**src/rtl/gpu_pipe_sequencer.sv**
```systemverilog
// gpu_pipe_sequencer
// ------------------
// Command sequencer and pipeline-advance controller for the GPU render
// pipeline. Host commands arrive on a valid/ready handshake. Each command is
// decoded into one-cycle reset/read/write strobes for one of NUM_PIPES memory
// pipes, and the sequencer then waits for that pipe's done flag. Read data is
// captured into dataOut. A single-cycle pipeline-advance enable replaces the
// old gated pipeline clock. Every wait is guarded by a timeout.
//
// Ports
//   gpuClock, reset          clock (rising edge) and synchronous active-high reset
//   cmdValid / cmdReady      command handshake
//   command[15:0]            [15:14] op, [13:11] target (pipe i = target i+1), [4:0] layer
//   data                     write data latched with the command
//   pipeDone                 per-pipe done flags
//   pipeX, pipeY             per-pipe pixel position, pipe i at [i*COORD_W +: COORD_W]
//   pipeRdData               per-pipe read data, pipe i at [i*DATA_W +: DATA_W]
//   pixelFound, paletteX/Y   palette stage: resolved non-transparent pixel and its position
//   pixelCntX/Y              pixel counter position
//   pipeRst, pipeRd, pipeWr  one-cycle strobes per pipe
//   pipelineData             latched command data
//   commandLayer             latched command layer
//   dataOut, dataOutValid    captured read data and its one-cycle valid pulse
//   pipeAdvance              one-cycle pipeline advance enable
//   pixelInc                 one-cycle pixel counter increment
//   timeoutErr               sticky timeout flag (cleared by reset only)
module gpu_pipe_sequencer #(
    parameter int NUM_PIPES = 2,
    parameter int DATA_W    = 16,
    parameter int COORD_W   = 11,
    parameter int TIMEOUT   = 255
) (
    input  logic                         gpuClock,
    input  logic                         reset,
    input  logic                         cmdValid,
    output logic                         cmdReady,
    input  logic [15:0]                  command,
    input  logic [DATA_W-1:0]            data,
    input  logic [NUM_PIPES-1:0]         pipeDone,
    input  logic [NUM_PIPES*COORD_W-1:0] pipeX,
    input  logic [NUM_PIPES*COORD_W-1:0] pipeY,
    input  logic [NUM_PIPES*DATA_W-1:0]  pipeRdData,
    input  logic                         pixelFound,
    input  logic [COORD_W-1:0]           paletteX,
    input  logic [COORD_W-1:0]           paletteY,
    input  logic [COORD_W-1:0]           pixelCntX,
    input  logic [COORD_W-1:0]           pixelCntY,
    output logic [NUM_PIPES-1:0]         pipeRst,
    output logic [NUM_PIPES-1:0]         pipeRd,
    output logic [NUM_PIPES-1:0]         pipeWr,
    output logic [DATA_W-1:0]            pipelineData,
    output logic [4:0]                   commandLayer,
    output logic [DATA_W-1:0]            dataOut,
    output logic                         dataOutValid,
    output logic                         pipeAdvance,
    output logic                         pixelInc,
    output logic                         timeoutErr
);

    localparam int TO_W = $clog2(TIMEOUT + 1);

    localparam logic [1:0] OP_RESET = 2'b00;
    localparam logic [1:0] OP_READ  = 2'b01;
    localparam logic [1:0] OP_WRITE = 2'b10;

    localparam logic [2:0] MAX_TARGET = 3'(NUM_PIPES);

    typedef enum logic [1:0] {
        IDLE    = 2'd0,
        ISSUE   = 2'd1,
        RD_WAIT = 2'd2,
        WR_WAIT = 2'd3
    } seqState_t;

    seqState_t          stateReg;
    logic [1:0]         cmdOpReg;
    logic [2:0]         cmdTargetReg;
    logic [TO_W-1:0]    timeoutCntReg;

    // Per-pipe views padded out to the full 3-bit target space, so the
    // target index never selects outside an array. Pipes that do not exist
    // report "not done", zero data and "position matches" (the last keeps
    // the all-pipes AND reduction neutral).
    logic [7:0]         doneVec;
    logic [7:0]         xyMatch;
    logic [DATA_W-1:0]  rdDataArr [8];

    for (genvar gi = 0; gi < 8; gi++) begin : g_pipeView
        if (gi < NUM_PIPES) begin : g_real
            assign doneVec[gi]   = pipeDone[gi];
            assign rdDataArr[gi] = pipeRdData[gi*DATA_W +: DATA_W];
            assign xyMatch[gi]   = (pipeX[gi*COORD_W +: COORD_W] == paletteX) &&
                                   (pipeY[gi*COORD_W +: COORD_W] == paletteY);
        end else begin : g_pad
            assign doneVec[gi]   = 1'b0;
            assign rdDataArr[gi] = '0;
            assign xyMatch[gi]   = 1'b1;
        end
    end

    // Reserved command bits carry no meaning for this block.
    logic unusedCommandBits;
    assign unusedCommandBits = ^command[10:5];

    logic [2:0]           tgtIdx;
    logic                 tgtValid;
    logic [NUM_PIPES-1:0] tgtOneHot;
    logic                 tgtDone;
    logic                 advanceCond;
    logic                 incCond;
    logic                 timeoutHit;
    logic                 idleNoCmd;

    always_comb begin
        tgtIdx      = cmdTargetReg - 3'd1;
        tgtValid    = (cmdTargetReg != 3'd0) && (cmdTargetReg <= MAX_TARGET);
        tgtOneHot   = NUM_PIPES'(1) << tgtIdx;
        tgtDone     = doneVec[tgtIdx];
        // Either every pipe has finished, or the palette stage has already
        // resolved an opaque pixel at the position all pipes are working on.
        advanceCond = (&pipeDone) || (pixelFound && (&xyMatch));
        incCond     = pixelFound && (pixelCntX == paletteX) && (pixelCntY == paletteY);
        // The counter holds the number of completed wait cycles; the cycle
        // that would make it TIMEOUT is the one that gives up.
        timeoutHit  = (timeoutCntReg == TO_W'(TIMEOUT - 1));
        // In IDLE a present command is always accepted, and acceptance
        // takes priority over advancing the pipeline.
        idleNoCmd   = (stateReg == IDLE) && !cmdValid;
    end

    assign cmdReady = (stateReg == IDLE);

    always_ff @(posedge gpuClock) begin
        if (reset) begin
            stateReg      <= IDLE;
            cmdOpReg      <= 2'b00;
            cmdTargetReg  <= 3'd0;
            timeoutCntReg <= '0;
            pipeRst       <= '0;
            pipeRd        <= '0;
            pipeWr        <= '0;
            pipelineData  <= '0;
            commandLayer  <= '0;
            dataOut       <= '0;
            dataOutValid  <= 1'b0;
            pipeAdvance   <= 1'b0;
            pixelInc      <= 1'b0;
            timeoutErr    <= 1'b0;
        end else begin
            // Strobes and pulses are single-cycle unless re-asserted below.
            pipeRst      <= '0;
            pipeRd       <= '0;
            pipeWr       <= '0;
            dataOutValid <= 1'b0;

            // Self-holdoff: a pulse is always followed by at least one low
            // cycle, so a held condition produces 1,0,1,0...
            pipeAdvance <= idleNoCmd && advanceCond && !pipeAdvance;
            pixelInc    <= incCond && !pixelInc;

            case (stateReg)
                IDLE: begin
                    if (cmdValid) begin
                        cmdOpReg     <= command[15:14];
                        cmdTargetReg <= command[13:11];
                        commandLayer <= command[4:0];
                        pipelineData <= data;
                        stateReg     <= ISSUE;
                    end
                end

                ISSUE: begin
                    timeoutCntReg <= '0;
                    stateReg      <= IDLE;
                    case (cmdOpReg)
                        OP_RESET: begin
                            if (cmdTargetReg == 3'd0) begin
                                pipeRst <= '1;
                            end else if (tgtValid) begin
                                pipeRst <= tgtOneHot;
                            end
                        end
                        OP_READ: begin
                            if (tgtValid) begin
                                pipeRd   <= tgtOneHot;
                                stateReg <= RD_WAIT;
                            end
                        end
                        OP_WRITE: begin
                            if (tgtValid) begin
                                pipeWr   <= tgtOneHot;
                                stateReg <= WR_WAIT;
                            end
                        end
                        default: begin
                            // nop: nothing to issue
                        end
                    endcase
                end

                RD_WAIT, WR_WAIT: begin
                    // A done in the same cycle as the timeout still counts
                    // as a successful completion.
                    if (tgtDone) begin
                        if (stateReg == RD_WAIT) begin
                            dataOut      <= rdDataArr[tgtIdx];
                            dataOutValid <= 1'b1;
                        end
                        stateReg <= IDLE;
                    end else if (timeoutHit) begin
                        timeoutErr <= 1'b1;
                        stateReg   <= IDLE;
                    end else begin
                        timeoutCntReg <= timeoutCntReg + TO_W'(1);
                    end
                end

                default: begin
                    stateReg <= IDLE;
                end
            endcase
        end
    end

endmodule

```
**config.mk**
```make
export PLATFORM = sky130hd
export DESIGN_NAME = gpu_pipe_sequencer
export DESIGN_NICKNAME = d
export VERILOG_FILES = /design/src/rtl/gpu_pipe_sequencer.sv
export SDC_FILE = /design/constraint.sdc
export NUM_CORES = 1
export LEC_CHECK = 0
export CAP_MARGIN = 30
export CORE_UTILIZATION = 37
export CTS_BUF_LIST = sky130_fd_sc_hd__clkbuf_4
export DETAILED_ROUTE_END_ITERATION = 8
export PLACE_DENSITY_LB_ADDON = 0.1
export RECOVER_POWER = 50
export SYNTH_ARGS = -nofsm -noshare
export SYNTH_HDL_FRONTEND = slang
export SYNTH_SLANG_ARGS = --single-unit
export TNS_END_PERCENT = 30
```
**constraint.sdc**
```tcl
create_clock -name gpuClock -period 2.5 [get_ports gpuClock]
set_input_delay 0.5 -clock gpuClock [delete_from_list [all_inputs] [get_ports gpuClock]]
set_output_delay 0.5 -clock gpuClock [all_outputs]
set_load 0.01 [all_outputs]
```
* Word level (Yosys, flattened, before mapping)
Index checks and enable logic that the tools add are counted.
** Cells by class
- Add/sub/neg operators :: 2
- Magnitude comparators :: 3
- Equal/unequal tests :: 16
- Shift operators :: 1
- Mux-type cells :: 18
- Bitwise gates (word level) :: 7
- Reductions and logical operators :: 31
** Operators by type and width (number)
- == test 11 bit :: 6
- binary-select mux 16 bit (select 3 bit) :: 1
- two-way mux 16 bit :: 2
- two-way mux 8 bit :: 2
- case mux 8 bit (2 select lines) :: 1
- two-way mux 2 bit :: 7
- OR reduction 3 bit :: 4
- logical AND 1 bit :: 10
- AND reduction 3 bit :: 3
- adder 8 x 1 -> 8 bit, second input constant :: 1
- == test 8 bit, second input constant :: 1
- AND reduction 2 bit :: 4
- == test 2 bit, second input constant :: 3
- != test 2 bit, second input constant :: 3
- inverter 1 bit :: 6
- case mux 2 bit (3 select lines) :: 1
- == test 2 x 1 -> 1 bit, second input constant :: 2
- >= comparator 4 bit, second input constant :: 1
- logical NOT 2 bit :: 2
- less-than comparator 3 x 4 -> 1 bit, second input constant :: 1
- inverter 3 -> 4 bit :: 1
- case mux 2 bit (2 select lines) :: 1
- binary-select mux 1 bit (select 3 bit) :: 1
- less-or-equal comparator 3 x 2 -> 1 bit, second input constant :: 1
- 10 further kinds :: 13
** Storage, ports and cells
- Flip-flop bits (word level) :: 62
- Input bits :: 158

* Logic depth before layout (Yosys ltp)
- Depth in word-level cells :: 7
- Gate-level depth with buffers :: 10
- Depth with buffers taken out :: 8

* Worst setup path before layout
No wires, ideal clock.
- Path type :: reg2reg
- From :: reg cmdTargetReg[0]
- To :: reg timeoutCntReg[6]
- Library setup time :: 0.120 ns
- Data arrival time :: 2.091 ns
- Setup slack :: 0.290 ns
- Cell stages (with the launch flop) :: 11
- Path buffers :: 2
- Clock period less this slack :: 2.210 ns
- Cell sequence :: dfxtp_1 buf_1 inv_1 ha_1 xnor2_1 nand3_2 and3_1 buf_2 and3_1 xnor2_1 nor2_1
** Between the ends
- Longest elaborated chain between the ends :: 5
** Ends and longest elaborated chain
- start: declaration :: line 77 : logic [2:0] cmdTargetReg;
- start signal: assignment :: line 165 : cmdTargetReg <= command[13:11];
- subtractor 3 x 1 -> 3 bit :: line 115 : tgtIdx = cmdTargetReg - 3'd1;
- binary-select mux 1 bit (select 3 bit) :: line 118 : tgtDone = doneVec[tgtIdx];
- two-way mux 1 bit (implied by the code) :: line 118
- != test 2 bit (no source line)
- AND reduction 3 bit (no source line)
- end signal: assignment :: line 214 : timeoutCntReg <= timeoutCntReg + TO_W'(1);
- end: declaration :: line 78 : logic [TO_W-1:0] timeoutCntReg;
Every way passes these cells. The select of a mux whose other input is x is not followed.
A chain may end at the register's enable or synchronous reset.

* Worst setup path after layout
- From :: reg stateReg[0]
- To :: out cmdReady
** Between the ends
- Longest elaborated chain between the ends :: 1
** Ends and longest elaborated chain
- start: declaration :: line 75 : seqState_t stateReg;
- start signal: assignment :: line 135 : stateReg <= IDLE;
- start signal: assignment :: line 168 : stateReg <= ISSUE;
- start signal: assignment :: line 174 : stateReg <= IDLE;
- logical NOT 2 bit :: line 131 : assign cmdReady = (stateReg == IDLE);
- end: declaration :: line 36 : output logic cmdReady,
Every way passes these cells.

==> metrics.md <==
| Metric | Value |
|---|---|
| Status | finished clean |
| Ys async rst share | 0% |
| Seq/Total Area, Yosys | 39.1% |
| Total die area | 8950 sq um |
| Synth top area share | between 30% and 40% |
| Area grow syn2layout | 71.6% |
| Crit. Startpoint | stateReg[0] |
| Fin. Hold Viols | 0 |
| Critical register-to-register path startpoint | cmdTargetReg[0] |
| Clk buf depth | 2 |
| Number of CTS-inserted buffers | 9 |
| Non-Filler Instances | 698 |
| DIE WIDTH | 94.6 um |
| Syn Inst Count | 386 |
| Clk pin slew, worst setup/hold paths | roughly 120 ps |
| Worst Skew | around 15 ps |
| P_leak | ~2.0 nW |
| RSZ-0062 raised after global routing | no |
| PortBufs | 199 |
| Nets | between 700 and 800 |
| Yosys warnings | 0 |
| Total Power | ~2.4 mW |
| Pwr dens | between 400 and 500 nW/um^2 |
| Vias in the first global route | 3500 |
| Worst EP required | 2000 ps |
| Post-synth EDFFs | 0 |
| HPWL Detailed | between 8 and 9 mm |
| Die Ht | between 90 and 100 um |
| CTS sink cnt | 62 |
| CP Buf/Inv Count | 1 |
| Number of diodes | 0 |
| Synth cell count leaders | nand2_1 (68), dfxtp_1 (62), a21oi_1 (34), nor2_1 (34), xor2_1 (26) |
| Syn Nets | 552 |
| GR Util All Layers | between 20% and 30% |
| Syn avg cell area | 8.22 sq um |
| Worst-path maximum fanout | 5 |
| Initial core utilization | 38.4% |
| Worst Hold Class | in -> reg |
| Clock Power Share | 34.0% |
| Gpl congestion | 0.922 |
| Flop pwr share | a little over two fifths |
| CTS tree | done |
| Routed Antenna Nets | 0 |
| Final Setup Violations | 0 |
| Share of cells above drive strength 1 | roughly 4.2% |
| Via count | around 3400 |
| Crit-path max cell delay | 610 ps |
| Period utilization | between 80% and 90% |
| Worst hold slack | 456 ps |
| Clk_lat worst skew | 400 ps |
| 1st-iter DRT viols | 85 |
| Hold buffer count at cts | 0 |
| Distinct cells, synth | 36 |
| Post-Syn Area | between 3000 and 4000 sq um |
| Total Wirelength | ~10 mm |
| Initial antenna violation count | 0 |
| Post-route setup TNS | 0 ps |
| Drt drc | 0 |
| Sw Share | 25.9% |
| Vias per cell | slightly below 5 |
| Post-route cell area | approximately 5400 sq um |
| Pins Over Slew Limit | 0 |
| Rows | 33 |
| Largest net degree at the start of global routing | 39 |
| Core ar. | 8260 sq um |
| Slew HR | a little under 60% |
| Post-CTS setup buffer count | 0 |
| Post-CTS sizing | 0 |
| Placed inst area | about 5300 sq um |
| First-pass GRT wire length | roughly 16 mm |
| Int Pwr | 1.76 mW |
| Minimum clock period | 2210 ps |
| Seq cells post-synth | between 60 and 70 |
| Critical Path AT | 1710 ps |
| Logic pwr share | between 20% and 30% |
| Total grt overflow | 0 |
| Worst VDD drop | roughly 0.00035 V |
| Max-cap violation count | 0 |
| CTS root buffer | clkbuf_4 |
| Area leader, netlist | dfxtp_1 |
| WL per Instance | 14.6 um |
| Fmax | around 450 MHz |
| Slew @ Worst Pin | 634 ps |
| Top FF cell, synth | dfxtp_1 |
| Slowest-stage cell, CP | clkdlybuf4s50_1 |
| H-tree levels | 3 |
| CP Class | reg -> out |
| Critical Path, Cell by Cell | nor2_1 > clkdlybuf4s50_1 |
| Synth area leaders | dfxtp_1 (39%), nand2_1 (8.0%), xor2_1 (7.2%) |
| Crit-path leading delay family | buffers and inverters |
| Drt pass-1 iters | 4 |
| Hold Path Origin | reset |
| Inst Count DP | ~700 |
| Sw Pwr | ~0.6 mW |
| I/O pin cnt | approximately 200 |
| CP Capture Type | output port |
| Most frequent cell after synthesis | nand2_1 |
| Startpoint types | flop |
worst paths after layout:
check                                       end  slack [ps]  cells past startpoint
worst min-delay path                 timeoutErr         460                      2
worst min register to register  commandLayer[0]         460                      2
worst max register to register      dataOut[11]         560                      8
worst max-delay path                   cmdReady         290                      2
placed cells by master, fill, tap and decap left out, types with 4 or more instances in the layout:
cell type and n:
clkdlybuf4s50_1 178, nand2_1 68, dfxtp_1 62, nor2_1 34
a21oi_1 34, xor2_1 26, dlygate4sd3_1 20, xnor2_1 18
a211oi_1 17, mux2i_1 16, inv_1 12, nand4_1 11
nor3_1 11, and3_1 9, clkbuf_4 9, ha_1 8
o21ai_0 7, nand3_1 6, buf_4 6, nor4_1 4
power by group through the flow:
| stage | registers (mW) | logic, mW | clock network, mW |
|---|---|---|---|
| global placement | 1.05 | 0.537 | 0 |
| floorplan | 1.06 | 0.179 | 0 |
| detailed placement | 1.06 | 0.543 | 0 |
| global route | 1.04 | 0.583 | 0.881 |
| CTS | 1.03 | 0.545 | 0.833 |
| finish | 1.03 | 0.534 | 0.806 |
registers in the layout, summed over array words and instances, names as in the netlist, 3 cells and up:
signal and cells:
pipelineData 16, commandLayer 5, dataOut 16, timeoutCntReg 8, cmdTargetReg 3
kinds of logic after synthesis:
group                      synth area share [%]
xor gates and xnor gates                   12.1
muxes                                      5.40
AOI/OAI and AO/OA                          13.8
and+or+nand+nor                            22.5
adders and majority gates                  3.15
DFF                                        39.1
buffers and inverters                      3.86
per-layer routing:
metal	vias up	part of all wire (%)	GRT usage [%]
met5	-	0	0
met4	0	2.0	7.83
met3	14	8.0	9.02
met2	121	52	41.8
met1	1532	38	26.2
li1	1753	-	-
stage by stage:
step / util, % / setup WS [ps]
2_1_floorplan: - / 290
3_3_place_gp: 64.1 / 123
3_5_place_dp: 64.1 / 83.3
4_1_cts: 66.1 / 263
5_1_grt: 65.9 / 170
6_report: 65.9 / 290
layout make-up:
cell class / count / area [sq um]
repair buffers: 208 / 2060
inverters: 12 / 45.0
flip-flops and latches: 62 / 1240
well taps: 105 / 131
multi-input cells: 295 / 1800
clock buffers: 9 / 67.6
clock inverters: 7 / 96.3
fillers: 722 / 2810
Power figures use the tool's default switching activity.
